`src/rtl/arb_pkg.sv`:
```
// Purpose: shared types and constants for the four-way round-robin arbiter.
// Latency: n/a (declarations only).
// Backpressure: n/a (declarations only).
//
// Contents: arbiter state enum, requester count, owner index width and a
// wrap-around index increment helper.
package arb_pkg;

  localparam int NUM_REQ = 4;
  localparam int IDX_W   = 2;

  typedef enum logic {
    IDLE  = 1'b0,
    GRANT = 1'b1
  } arb_state_t;

  // Next requester index in round-robin order; 3 wraps to 0 naturally
  // because the index is exactly IDX_W bits wide.
  function automatic logic [IDX_W-1:0] idx_inc(input logic [IDX_W-1:0] idx);
    return idx + IDX_W'(1);
  endfunction

endpackage

```
`src/rtl/decoder2x4.sv`:
```
// Purpose: binary index to one-hot decoder (2-bit index, 4 outputs).
// Latency: purely combinational, zero cycles.
// Backpressure: none; output follows input continuously.
//
// Ports:
//   idx     in  [IDX_W-1:0]   binary index
//   onehot  out [NUM_REQ-1:0] bit idx set, all others clear
module decoder2x4
  import arb_pkg::*;
(
  input  logic [IDX_W-1:0]   idx,
  output logic [NUM_REQ-1:0] onehot
);

  always_comb begin
    onehot      = '0;
    onehot[idx] = 1'b1;
  end

endmodule

```
`src/rtl/rr_arbiter4.sv`:
```
// Purpose: four-requester round-robin arbiter with a bounded hold time.
// Latency: request sampled on edge N is granted from edge N (registered grant).
// Backpressure: requests are level-sensitive and never latched; the owner keeps
//               the grant while it holds req, until MAX_HOLD forces rotation.
//
// Ports:
//   clk        in   rising-edge clock
//   rst_n      in   asynchronous active-low reset
//   req        in   [3:0] request vector, bit i = requester i
//   gnt        out  [3:0] one-hot grant, zero when nobody owns the resource
//   gnt_idx    out  [1:0] current owner index, meaningful only with gnt_valid
//   gnt_valid  out  high while some requester owns the resource
//   preempt    out  one-cycle pulse after a hold-limit forced hand-off
//
// MAX_HOLD = 0 disables the hold limit. HOLD_W must satisfy 2**HOLD_W > MAX_HOLD.
module rr_arbiter4
  import arb_pkg::*;
#(
  parameter int MAX_HOLD = 8,
  parameter int HOLD_W   = 4
)
(
  input  logic               clk,
  input  logic               rst_n,
  input  logic [NUM_REQ-1:0] req,
  output logic [NUM_REQ-1:0] gnt,
  output logic [IDX_W-1:0]   gnt_idx,
  output logic               gnt_valid,
  output logic               preempt
);

  localparam logic [HOLD_W-1:0] HOLD_LIM = HOLD_W'(MAX_HOLD);
  // With no limit the counter simply parks at its maximum value.
  localparam logic [HOLD_W-1:0] HOLD_SAT = (MAX_HOLD == 0) ? {HOLD_W{1'b1}} : HOLD_LIM;

  arb_state_t         state_q, state_d;
  logic [IDX_W-1:0]   owner_q, owner_d;
  logic [IDX_W-1:0]   ptr_q,   ptr_d;
  logic [HOLD_W-1:0]  hold_q,  hold_d;
  logic               preempt_q, preempt_d;

  logic [NUM_REQ-1:0] owner_onehot;
  logic [NUM_REQ-1:0] other_req;
  logic [IDX_W-1:0]   owner_next;
  logic               hold_at_limit;

  // First requester with its bit set, scanning start, start+1, ... mod 4.
  // Walking the offsets downward lets the smallest offset win last.
  // Callers only use the result when r is non-zero.
  function automatic logic [IDX_W-1:0] pick(input logic [NUM_REQ-1:0] r,
                                            input logic [IDX_W-1:0]   start);
    logic [IDX_W-1:0] idx;
    logic [IDX_W-1:0] sel;
    sel = start;
    for (int k = NUM_REQ - 1; k >= 0; k--) begin
      idx = start + IDX_W'(k);
      if (r[idx]) begin
        sel = idx;
      end
    end
    return sel;
  endfunction

  decoder2x4 u_dec (
    .idx    (owner_q),
    .onehot (owner_onehot)
  );

  assign gnt_valid = (state_q == GRANT);
  assign gnt_idx   = owner_q;
  assign gnt       = owner_onehot & {NUM_REQ{gnt_valid}};
  assign preempt   = preempt_q;

  // Requests from everyone except the current owner; used both for the
  // no-bubble hand-off on release and for the forced hand-off.
  assign other_req     = req & ~owner_onehot;
  assign owner_next    = idx_inc(owner_q);
  assign hold_at_limit = (MAX_HOLD != 0) && (hold_q >= HOLD_LIM);

  always_ff @(posedge clk or negedge rst_n) begin
    if (!rst_n) begin
      state_q   <= IDLE;
      owner_q   <= '0;
      ptr_q     <= '0;
      hold_q    <= '0;
      preempt_q <= 1'b0;
    end else begin
      state_q   <= state_d;
      owner_q   <= owner_d;
      ptr_q     <= ptr_d;
      hold_q    <= hold_d;
      preempt_q <= preempt_d;
    end
  end

  always_comb begin
    state_d   = state_q;
    owner_d   = owner_q;
    ptr_d     = ptr_q;
    hold_d    = hold_q;
    preempt_d = 1'b0;

    case (state_q)
      IDLE: begin
        if (|req) begin
          owner_d = pick(req, ptr_q);
          state_d = GRANT;
          hold_d  = HOLD_W'(1);
        end
      end

      GRANT: begin
        if (!req[owner_q]) begin
          // Release wins over the hold limit, so no preempt pulse here.
          ptr_d = owner_next;
          if (|other_req) begin
            owner_d = pick(other_req, owner_next);
            hold_d  = HOLD_W'(1);
          end else begin
            state_d = IDLE;
          end
        end else if (hold_at_limit && (|other_req)) begin
          owner_d   = pick(other_req, owner_next);
          ptr_d     = owner_next;
          hold_d    = HOLD_W'(1);
          preempt_d = 1'b1;
        end else if (hold_q != HOLD_SAT) begin
          hold_d = hold_q + HOLD_W'(1);
        end
      end

      default: begin
        state_d = IDLE;
      end
    endcase
  end

endmodule

```
`config.mk`:
```
export PLATFORM = sky130hd
export DESIGN_NAME = rr_arbiter4
export DESIGN_NICKNAME = d
export VERILOG_FILES = /design/src/rtl/arb_pkg.sv /design/src/rtl/decoder2x4.sv /design/src/rtl/rr_arbiter4.sv
export SDC_FILE = /design/constraint.sdc
export NUM_CORES = 1
export LEC_CHECK = 0
export CAP_MARGIN = 10
export CORE_ASPECT_RATIO = 1.4
export CORE_MARGIN = 4
export CORE_UTILIZATION = 48
export CTS_CLUSTER_SIZE = 40
export DETAILED_ROUTE_END_ITERATION = 7
export GPL_ROUTABILITY_DRIVEN = 0
export GPL_TIMING_DRIVEN = 1
export HOLD_SLACK_MARGIN = 0.15
export MAX_ROUTING_LAYER = met4
export PLACE_DENSITY = 0.75
export SLEW_MARGIN = 20
export SYNTH_ARGS = -nofsm -noshare
export SYNTH_HDL_FRONTEND = slang
export SYNTH_SLANG_ARGS = --single-unit
```
`constraint.sdc`:
```
create_clock -name clk -period 1.99 [get_ports clk]
set_input_delay 0.398 -clock clk [delete_from_list [all_inputs] [get_ports clk]]
set_output_delay 0.398 -clock clk [all_outputs]
set_load 0.02 [all_outputs]
```
# After elaboration in Yosys (flattened, before gate mapping)
# Index checks and enable logic that the tools add are counted.
# W data, S select, Z words.
[totals] regBits=10 out_inout_bits=8 word_cells=89 inputBits=6
[op_classes] n_addsub=8 reduce_logical=7 n_eq_ne=6 muxes=48 n_lt_le_gt_ge=11 bitwise=4
[ops] operator="$mux W2" n=14
[ops] operator="$lt A2 B3 Y1 const B" n=9
[ops] operator="$mux W4" n=5
[ops] operator="$bmux W1 S2" n=9
[ops] operator="$mux W1" n=16
[ops] operator="$add A2 B2 Y2 const B" n=4
[ops] operator="$and A4 B4 Y4" n=2
[ops] operator="$pmux W4 S2" n=1
[ops] operator="$reduce_or A4 Y1" n=2
[ops] operator="$add A2 B1 Y2 const B" n=3
[ops] operator="$reduce_and A3 Y1" n=2
[ops] operator="$add A4 B1 Y4 const B" n=1
[ops] operator="$ge A4 B4 Y1 const B" n=1
[ops] operator="$ne A4 B2 Y1 const B" n=1
[ops] operator="$ne A4 B4 Y1 const B" n=1
[ops] operator="$not A4 Y4" n=1
[ops] operator="$pmux W2 S2" n=1
[ops] operator="$ne A3 B1 Y1 const B" n=1
[ops] operator="$ne A3 B2 Y1 const B" n=1
[ops] operator="$demux W1 S2" n=1
[ops] operator="$ge A2 B1 Y1 const B" n=1
[ops] operator="$logic_and A1 B1 Y1" n=2
[ops] operator="$ne A2 B1 Y1 const B" n=1
[ops] operator="$ne A2 B2 Y1 const B" n=1
[ops] operator="other kinds (3)" n=3

# Longest topological paths before layout
# Gate-level depths: netlist (run 1).
[logic_depth] ltp_word=15 depth_mapped=9 mapped_depth_nobuf=7

# Cells and area by module
# Synthesis (run 1) repeated with hierarchy kept, for this count alone.
[unflattened] cells_unflattened=105 hier_area_um2=904.6
[by_module_without_submodules] module="rr_arbiter4" n_inst=1 cells_each=101 area_each_um2=878.3 seq_area_each_um2=250.2
[by_module_without_submodules] module="decoder2x4" n_inst=1 cells_each=4 area_each_um2=26.3 seq_area_each_um2=0.0

# Worst setup path before layout (run 1)
# Ideal clock, no wire load.
[synth_timing] path_type="register -> register" start="register owner_q[0], in the netlist gnt_idx[0]" end="register owner_q[0], in the netlist gnt_idx[0]" n_path_buf=2 synth_period_minus_slack_ns=2.316 stages_incl_launch_ff=10 t_arrival_ns=2.184 setup_time_ns=0.131 required_time_ns=1.859 setup_slack_ns=-0.326 cell_sequence="dfrtp_1 buf_6 inv_1 ha_1 clkbuf_1 or3b_2 a221oi_1 nor4b_1 o21bai_1 a22oi_1"
[synth_via] elab_cells_between_ends=34 classes_between="4 x add/sub; 2 x order compare; 2 x eq/ne; 20 x mux; 2 x bitwise; 4 x reduce/logical"
[synth_lines] item="start: declaration" line="rr_arbiter4.sv:37" source="logic [IDX_W-1:0] owner_q, owner_d;"
[synth_lines] item="start signal: assignment" line="rr_arbiter4.sv:89" source="owner_q <= owner_d;"
[synth_lines] item="$add A2 B1 Y2 (*)" line="arb_pkg.sv:20" source="return idx + IDX_W'(1);"
[synth_lines] item="via owner_next[0]" line="rr_arbiter4.sv:44" source="logic [IDX_W-1:0] owner_next;"
[synth_lines] item="$add A2 B2 Y2" line="rr_arbiter4.sv:56" source="idx = start + IDX_W'(k);"
[synth_lines] item="$bmux W1 S2" line="rr_arbiter4.sv:57" source="if (r[idx]) begin"
[synth_lines] item="$mux W1 (implied by the code)" line="rr_arbiter4.sv:57"
[synth_lines] item="$mux W2 (3 in a row)" line="rr_arbiter4.sv:57"
[synth_lines] item="$mux W2 (*)" line="rr_arbiter4.sv:57"
[synth_lines] item="$mux W2 (on tied branches)" line="rr_arbiter4.sv:116, rr_arbiter4.sv:122"
[synth_lines] item="$mux W2 (*)" line="rr_arbiter4.sv:113" source="if (!req[owner_q]) begin"
[synth_lines] item="$pmux W2 S2 (*)" line="rr_arbiter4.sv:103" source="case (state_q)"
# The timed path passes the listed nets; every way through them passes the cells marked *. The select of a mux whose other input is x is not followed.
# A chain may end at the register's enable or synchronous reset.

# Worst setup path in the final report (run 1)
[layout_timing] start="input req[0]" end="register owner_q[0], in the netlist gnt_idx[0]"
[layout_via] elab_chain_len=10 elab_cells_between_ends=39 classes_between="3 x eq/ne; 31 x mux; 1 x bitwise; 4 x reduce/logical"
[layout_rtl] item="start: declaration" line="rr_arbiter4.sv:25" source="input logic [NUM_REQ-1:0] req,"
[layout_rtl] item="$and A4 B4 Y4" line="rr_arbiter4.sv:76" source="assign other_req = req & ~owner_onehot;"
[layout_rtl] item="$bmux W1 S2" line="rr_arbiter4.sv:57"
[layout_rtl] item="$mux W1 (implied by the code)" line="rr_arbiter4.sv:57"
[layout_rtl] item="$mux W2 (4 in a row)" line="rr_arbiter4.sv:57"
[layout_rtl] item="$mux W2 (on tied branches)" line="rr_arbiter4.sv:116, rr_arbiter4.sv:122"
[layout_rtl] item="$mux W2" line="rr_arbiter4.sv:113"
[layout_rtl] item="$pmux W2 S2" line="rr_arbiter4.sv:103"
# Parallel ways exist; a longest one is shown, timed or not. The select of a mux whose other input is x is not followed.

==> results of run 1 <==
placed cells by master, fill, tap and decap left out, types with 2 or more instances in the layout:
cell type / count
o21ai_0: 5
nand2_1: 6
nor2b_2: 2
dfrtp_1: 8
nor2b_1: 5
o22ai_1: 3
nand3_1: 4
nand2b_1: 2
and2_1: 4
clkbuf_4: 3
a221oi_2: 2
ha_2: 2
a211o_1: 2
buf_4: 21
clkdlybuf4s50_1: 6
dfrtp_2: 2
ha_1: 3
dlygate4sd2_1: 7
nor2_1: 8
inv_1: 7
a21oi_1: 6
and3b_1: 2
worst max path at each step:
stage | start | endpoint | slack [ps] | cells after the start
after CTS | gnt_idx[1] | hold_q[1] | 10 | 9
final | req[0] | gnt_idx[0] | 70 | 6
after detailed placement | req[2] | gnt_idx[0] | -360 | 6
after global placement | req[2] | gnt_idx[0] | -370 | 6
after global routing | gnt_idx[0] | hold_q[1] | -8 | 8
after floorplan | gnt_idx[0] | gnt_idx[0] | -60 | 9
critical path: stages:
cell and delay, ps:
clkdlybuf4s50_1 430, mux4_2 490, and3b_1 190, a211o_1 270
o21bai_1 170, a22oi_1 160
timing repair:
action                                  4_1_cts  5_1_grt
setup buffers                                 0        1
endpoints found under the setup margin       10       10
gates cloned                                  0        0
hold endpoints to repair                      0        0
resized for setup                             9       10
pin swaps                                     0        3
per-stage QoR:
step / instance area (um^2) / worst slack [ps]
after global routing: 1300 / -8.33
after floorplan: 980 / -55.9
after CTS: 1260 / 14.8
final: 1300 / 69.5
after detailed placement: 1230 / -360
after global placement: 1230 / -368
sequential cells by signal, summed over array words and instances (netlist names):
register   flops
gnt_valid      1
gnt_idx        2
hold_q         4
ptr_q          2
preempt        1
kinds of logic (layout without fill, tap and decap cells):
logic type / count (synthesis) / in the layout / synth area share
buffers and inverters: 17 / 47 / 0.0789
and+or+nand+nor: 40 / 40 / 0.238
muxes: 3 / 3 / 0.0468
DFF: 10 / 10 / 0.267
xor gates and xnor gates: 1 / 1 / 0.00936
AOI/OAI and AO/OA: 35 / 35 / 0.279
adders and majority gates: 6 / 6 / 0.0802
metal layers:
| layer | wire length [um] | share of wire | track usage | vias to the layer above |
|---|---|---|---|---|
| met2 | 1450 | 0.55 | 0.381 | 29 |
| met5 | 0 | 0 | - | - |
| met3 | 103 | 0.039 | 0.0271 | 6 |
| met1 | 1020 | 0.39 | 0.236 | 492 |
| met4 | 55 | 0.021 | 0.121 | 0 |
| li1 | - | - | - | 469 |
final cells by class:
| class | count | area [um^2] | share of cell area |
|---|---|---|---|
| Inverter | 9 | 38.8 | 0.0299 |
| Sequential cell | 10 | 253 | 0.195 |
| Timing Repair Buffer | 34 | 279 | 0.215 |
| Multi-Input combinational cell | 85 | 676 | 0.521 |
| Clock buffer | 4 | 26.3 | 0.0203 |
| Tap cell | 20 | 25.0 | 0.0193 |
power groups by stage:
stage / combinational [mW] / clock (mW) / sequential [mW]
CTS: 1.33 / 0.155 / 0.398
finish: 1.39 / 0.153 / 0.405
global route: 1.52 / 0.162 / 0.419
detailed placement: 1.34 / 0 / 0.400
floorplan: 0.913 / 0 / 0.394
global placement: 1.32 / 0 / 0.393
==> results by group, run 1 <==
Global routing
  – Vias in the first global route: 998
  – Total grt overflow: 0
  – Total GRT Usage: 0.220
  – Largest net degree at the start of global routing: 13
  – Global-route wire length before repair: 4.31 mm
  – Initial antenna violation count: 0

Logic synthesis
  – Synth Instances: between 100 and 150
  – Top cells by area, synth: dfrtp_1 (27%), ha_1 (8.0%), nor2b_1 (5.3%)
  – Sequential share of the synthesized area: 0.267
  – Post-Syn Area: ~940 um^2
  – Post-synth top area share: 0.267
  – Main synth FF type: dfrtp_1
  – Mean Syn Cell Area: roughly 8.4 um^2
  – Cell variety after synth: 44
  – Flops & latches, synth: 10
  – Ys async rst share: 1.00
  – Most frequent cell after synthesis: dfrtp_1
  – EDFF count, synth: 0
  – Synth top cells by count: dfrtp_1 (10), inv_1 (9), nor2_1 (8), nor2b_1 (8)
  – Yosys top cell by area: dfrtp_1
  – Synth warn: 0
  – Syn Nets: around 120

Finish
  – Layout cells sized above 1: 0.303
  – Core Util, Final: 0.720
  – # fillers: 141
  – Layout Cells excl Fill: around 160
  – # nets final: roughly 160
  – Diodes inserted: 0
  – P&R area growth vs syn: 38.6%

Clocking
  – H-tree Lvls: 1
  – Clk buf depth: 2
  – CTS tree: built
  – Worst-Skew Late Latency: 280 ps
  – Hold-fix buffer count after cts: 0
  – Clock-pin slew on the worst setup and hold paths: 70 ps
  – Sink Count: 10
  – TritonCTS buffer count: 3
  – Clk root buf: clkbuf_4

Critical path
  – CP endpoint kind: flop
  – WP data required: around 2200 ps
  – R2r endpoint: gnt_idx[0]
  – Register-to-Register Path Depth: 7
  – CP Max Fanout: 3
  – Worst setup SP type: input port
  – RR Startpoint: gnt_idx[0]
  – Arrival @ worst endpoint: between 2000 and 2500 ps
  – R2R setup slack: around 80 ps
  – Setup CP Type: in2reg

Power
  – Cell internal pwr: approximately 1.0 mW
  – Power Density: roughly 1500 nW/um^2
  – Leakage: about 0.60 nW
  – Seq pwr share: 0.208
  – Maximum vdd drop: roughly 0.0013 V
  – NetSw: between 0.8 and 0.9 mW
  – Switching Share: 0.460
  – Logic pwr share: 0.713
  – Overall Power: 1.95 mW
  – Clock share of power: 0.079

Placement
  – Inst Count DP: 157
  – Port buffer count: 13
  – Final HPWL DP: 1.98 mm

STA
  – Final hold vios: 0
  – Tightest Pin Transition: between 400 and 500 ps
  – Worst Skew: 8.60 ps
  – Crit path time final: 1920 ps
  – Fin crit share: 0.965
  – Max Clk Rate: 0.521 GHz
  – WHS: ~430 ps
  – Setup tns final: 0 ps
  – Setup-failing EPs final: 0
  – Slew headroom: 0.695
  – Final-report max-slew violation count: 0

Drt
  – Drt total wl: 2.63 mm
  – 1st-iter DRT viols: 25
  – Via count: 996
  – Vias/cell: just over 6
  – TritonRoute pass-1 iters: 4
  – Residual DRC count: 0
  – Antenna-violating nets left: 0
  – Wire per inst: approximately 16 um

Run
  – Max-Cap Viols: 0

Die
  – Die H: ~60 um
  – # rows: 18
  – I/O pin total: 14
  – Die area: ~2700 um^2
  – Area of the core: 1800 um^2
  – Die width: 45.3 um
  – Initial Util: 0.519

Worst hold path
  – Worst min path class: in2async

Status
  – Outcome: completed
Note: power is estimated with default switching activity, not from simulation.
==> inputs of run 2 (changes only) <==
CORE_ASPECT_RATIO = 0.9   (was 1.4)
CORE_UTILIZATION = 54   (was 48)
DONT_BUFFER_PORTS = 1   (was default)
PLACE_DENSITY = 0.72   (was 0.75)
==> run 2 against run 1 <==
Cell count fell by 12%. Global-route usage rose by 0.47 points. Die area fell by 9.8%. Via count fell by 5.0%. Sequential power barely moved. Critical path depth fell by 1. Clock power barely moved. Highest routed layer unchanged.
==> results by group, run 2 (synthesized netlist as in run 1, its figures left out) <==
Critical path
  – Bufs and invs on worst path: 0 (-1)
  – R2R setup slack: 60 ps (-20 ps)
  – RR Startpoint: gnt_idx[0]
  – CP endpoint kind: flop
  – Register-to-Register Path Depth: 5 (-2)
  – Worst Setup SP: gnt_idx[0]
  – Arrival @ worst endpoint: 2110 ps (about the same)
  – Setup CP Type: reg2reg
  – CP Depth: 5 (-1)
  – WP data required: 2180 ps (about the same)
  – Slowest cell delay on critical path: 540 ps (+50 ps)
  – Slowest stage cell on the critical path: mux4_2
  – R2r endpoint: gnt_idx[0]
  – Worst-path cell chain: mux4_2 -> and3b_1 -> a211o_1 -> o21bai_1 -> a22oi_1
  – Worst setup SP type: flop
  – Worst setup path end: gnt_idx[0]
  – CP Max Fanout: 6 (+3)
  – CP delay by family, top: compound AO/OA/AOI/OAI gates

Clocking
  – TritonCTS buffer count: 3 (unchanged)
  – Clock-pin slew on the worst setup and hold paths: 70 ps (about the same)
  – Worst-Skew Late Latency: 270 ps (about the same)
  – Sink Count: 10 (unchanged)
  – CTS tree: built
  – Clk root buf: clkbuf_4
  – H-tree Lvls: 1 (unchanged)
  – Clk buf depth: 2 (unchanged)

Finish
  – Core Util, Final: 0.729 (+0.00861)
  – Layout cells sized above 1: 0.281 (-0.0218)
  – Design Area, Final: 1130 um^2 (-13%)
  – Number of flip-flops in the largest register: 4 (unchanged)
  – Diodes inserted: 0 (unchanged)
  – # fillers: 119 (-16%)
  – Most frequent cells in the layout: buf_4 (12), dfrtp_1 (9), nor2_1 (8), inv_1 (7)
  – Commonest non-fill, non-tap cell in the layout: buf_4
  – P&R area growth vs syn: 20.3%
  – Reg area: 251 um^2 (-0.49%)
  – Multi-input gate area: 682 um^2 (+0.93%)
  – Largest reg by FF count: hold_q
  – # nets final: 134 (-14%)

Die
  – Die H: 47.5 um (-21%)
  – # rows: 13 (-5)
  – Die area: 2460 um^2 (-9.8%)
  – I/O pin total: 14 (unchanged)
  – Initial Util: 0.606 (+0.0862)
  – Die width: 51.9 um (+14%)
  – Area of the core: 1550 um^2 (-14%)

Global routing
  – Total grt overflow: 0 (unchanged)
  – Total GRT Usage: 0.225 (+0.00472)
  – Initial antenna violation count: 0 (unchanged)
  – Largest net degree at the start of global routing: 13 (unchanged)
  – Global-route wire length before repair: 3.79 mm (-12%)
  – Vias in the first global route: 811 (-19%)

Drt
  – Vias/cell: 6.62 (+7.6%)
  – Drt total wl: 2.41 mm (-8.1%)
  – 1st-iter DRT viols: 43 (+72%)
  – Residual DRC count: 0 (unchanged)
  – Antenna-violating nets left: 0 (unchanged)
  – TritonRoute pass-1 iters: 5 (+1)
  – Wire per inst: 16.9 um (+4.1%)
  – Via count: 946 (-5.0%)

Placement
  – Pre-CTS setup slack: -61.2 ps (+299 ps)
  – Placed Instance Area: 1040 um^2 (-16%)
  – Port buffer count: 0 (-13)
  – Final HPWL DP: 1.73 mm (-13%)

Worst hold path
  – Worst min path class: in2reg

STA
  – Max Clk Rate: 0.519 GHz (-0.31%)
  – Final setup margin: 63.5 ps (-5.96 ps)
  – Worst Skew: 1.90 ps (-6.69 ps)
  – Setup-failing EPs final: 0 (unchanged)
  – Crit path time final: 1930 ps (+5.96 ps)
  – Final hold vios: 0 (unchanged)
  – Final-report max-slew violation count: 0 (unchanged)
  – Tightest Pin Transition: 462 ps (+6.40 ps)
  – Fin crit share: 0.968 (+0.00300)
  – Slew headroom: 0.691 (-0.00433)

Power
  – Maximum vdd drop: 0.000861 V (-32%)
  – Leakage: 0.488 nW (-18%)
  – Power Density: 1620 nW/um^2 (+8.0%)

Run
  – Max-Cap Viols: 0 (unchanged)

Status
  – Outcome: completed
==> run 2: cell count changes in the layout (fill, tap and decap cells not counted), moves of 2 or more <==
cell             delta
buf_4               -9
nor2b_2             +2
clkdlybuf4s50_1     -6
dlygate4sd2_1       -7
==> run 2: layout make-up <==
cell class | instances | area share
Inverter | 9 | 0.0344
Tap cell | 22 | 0.0244
Multi-Input combinational cell | 85 | 0.606
Timing Repair Buffer | 13 | 0.0889
Sequential cell | 10 | 0.223
Clock buffer | 4 | 0.0233
==> run 2: metrics by stage <==
stage	cells	setup TNS, ps	hold WS [ps]	power [mW]
CTS	142	-7.75	495	1.74
floorplan	112	-55.9	102	1.31
detailed placement	137	-61.2	103	1.57
finish	143	0	498	1.82
global placement	137	0	103	1.55
global route	143	-12.0	531	1.98
==> run 2: what timing repair did <==
| item | 4_1_cts | 5_1_grt |
|---|---|---|
| gates resized for setup | 1 | 12 |
| hold endpoints to repair | 10 | 0 |
| pin swaps | 0 | 2 |
| endpoints found under the setup margin | 4 | 8 |
| buffers inserted | 0 | 1 |
| hold buffers | 1 | 0 |
==> run 2: metal layers <==
| metal | wire (um) | GRT usage | vias up |
|---|---|---|---|
| met3 | 180 | 0.0717 | 5 |
| met1 | 1130 | 0.288 | 472 |
| met4 | 38 | 0.0995 | 0 |
| met5 | 0 | - | - |
| li1 | - | - | 434 |
| met2 | 1070 | 0.326 | 35 |
==> run 2: power breakdown <==
group / total (mW) / switching [mW] / leakage, nW / internal (mW)
Sequential: 0.406 / 0.122 / 0.120 / 0.284
Clock: 0.154 / 0.0758 / 0.0150 / 0.0778
Combinational: 1.26 / 0.666 / 0.353 / 0.598
Total: 1.82 / 0.863 / 0.488 / 0.960
==> run 2: worst reg2reg max path, delay by kind of cell, from the launching register on <==
family / cells / cell delay [ps]
compound gates: 3 / 640
flops: 1 / 460
mux: 1 / 550
simple gates: 1 / 190
==> run 2: worst min-delay path by stage <==
| stage | start | to | slack, ps | depth (start not counted) |
|---|---|---|---|---|
| 6_report | req[0] | gnt_idx[0] | 500 | 5 |
| 5_1_grt | rst_n | hold_q[0] | 530 | 1 |
| 4_1_cts | req[0] | gnt_idx[0] | 490 | 5 |
| 3_5_place_dp | rst_n | preempt | 100 | 0 |
| 3_3_place_gp | rst_n | gnt_idx[0] | 100 | 0 |
| 2_1_floorplan | rst_n | gnt_idx[0] | 100 | 0 |
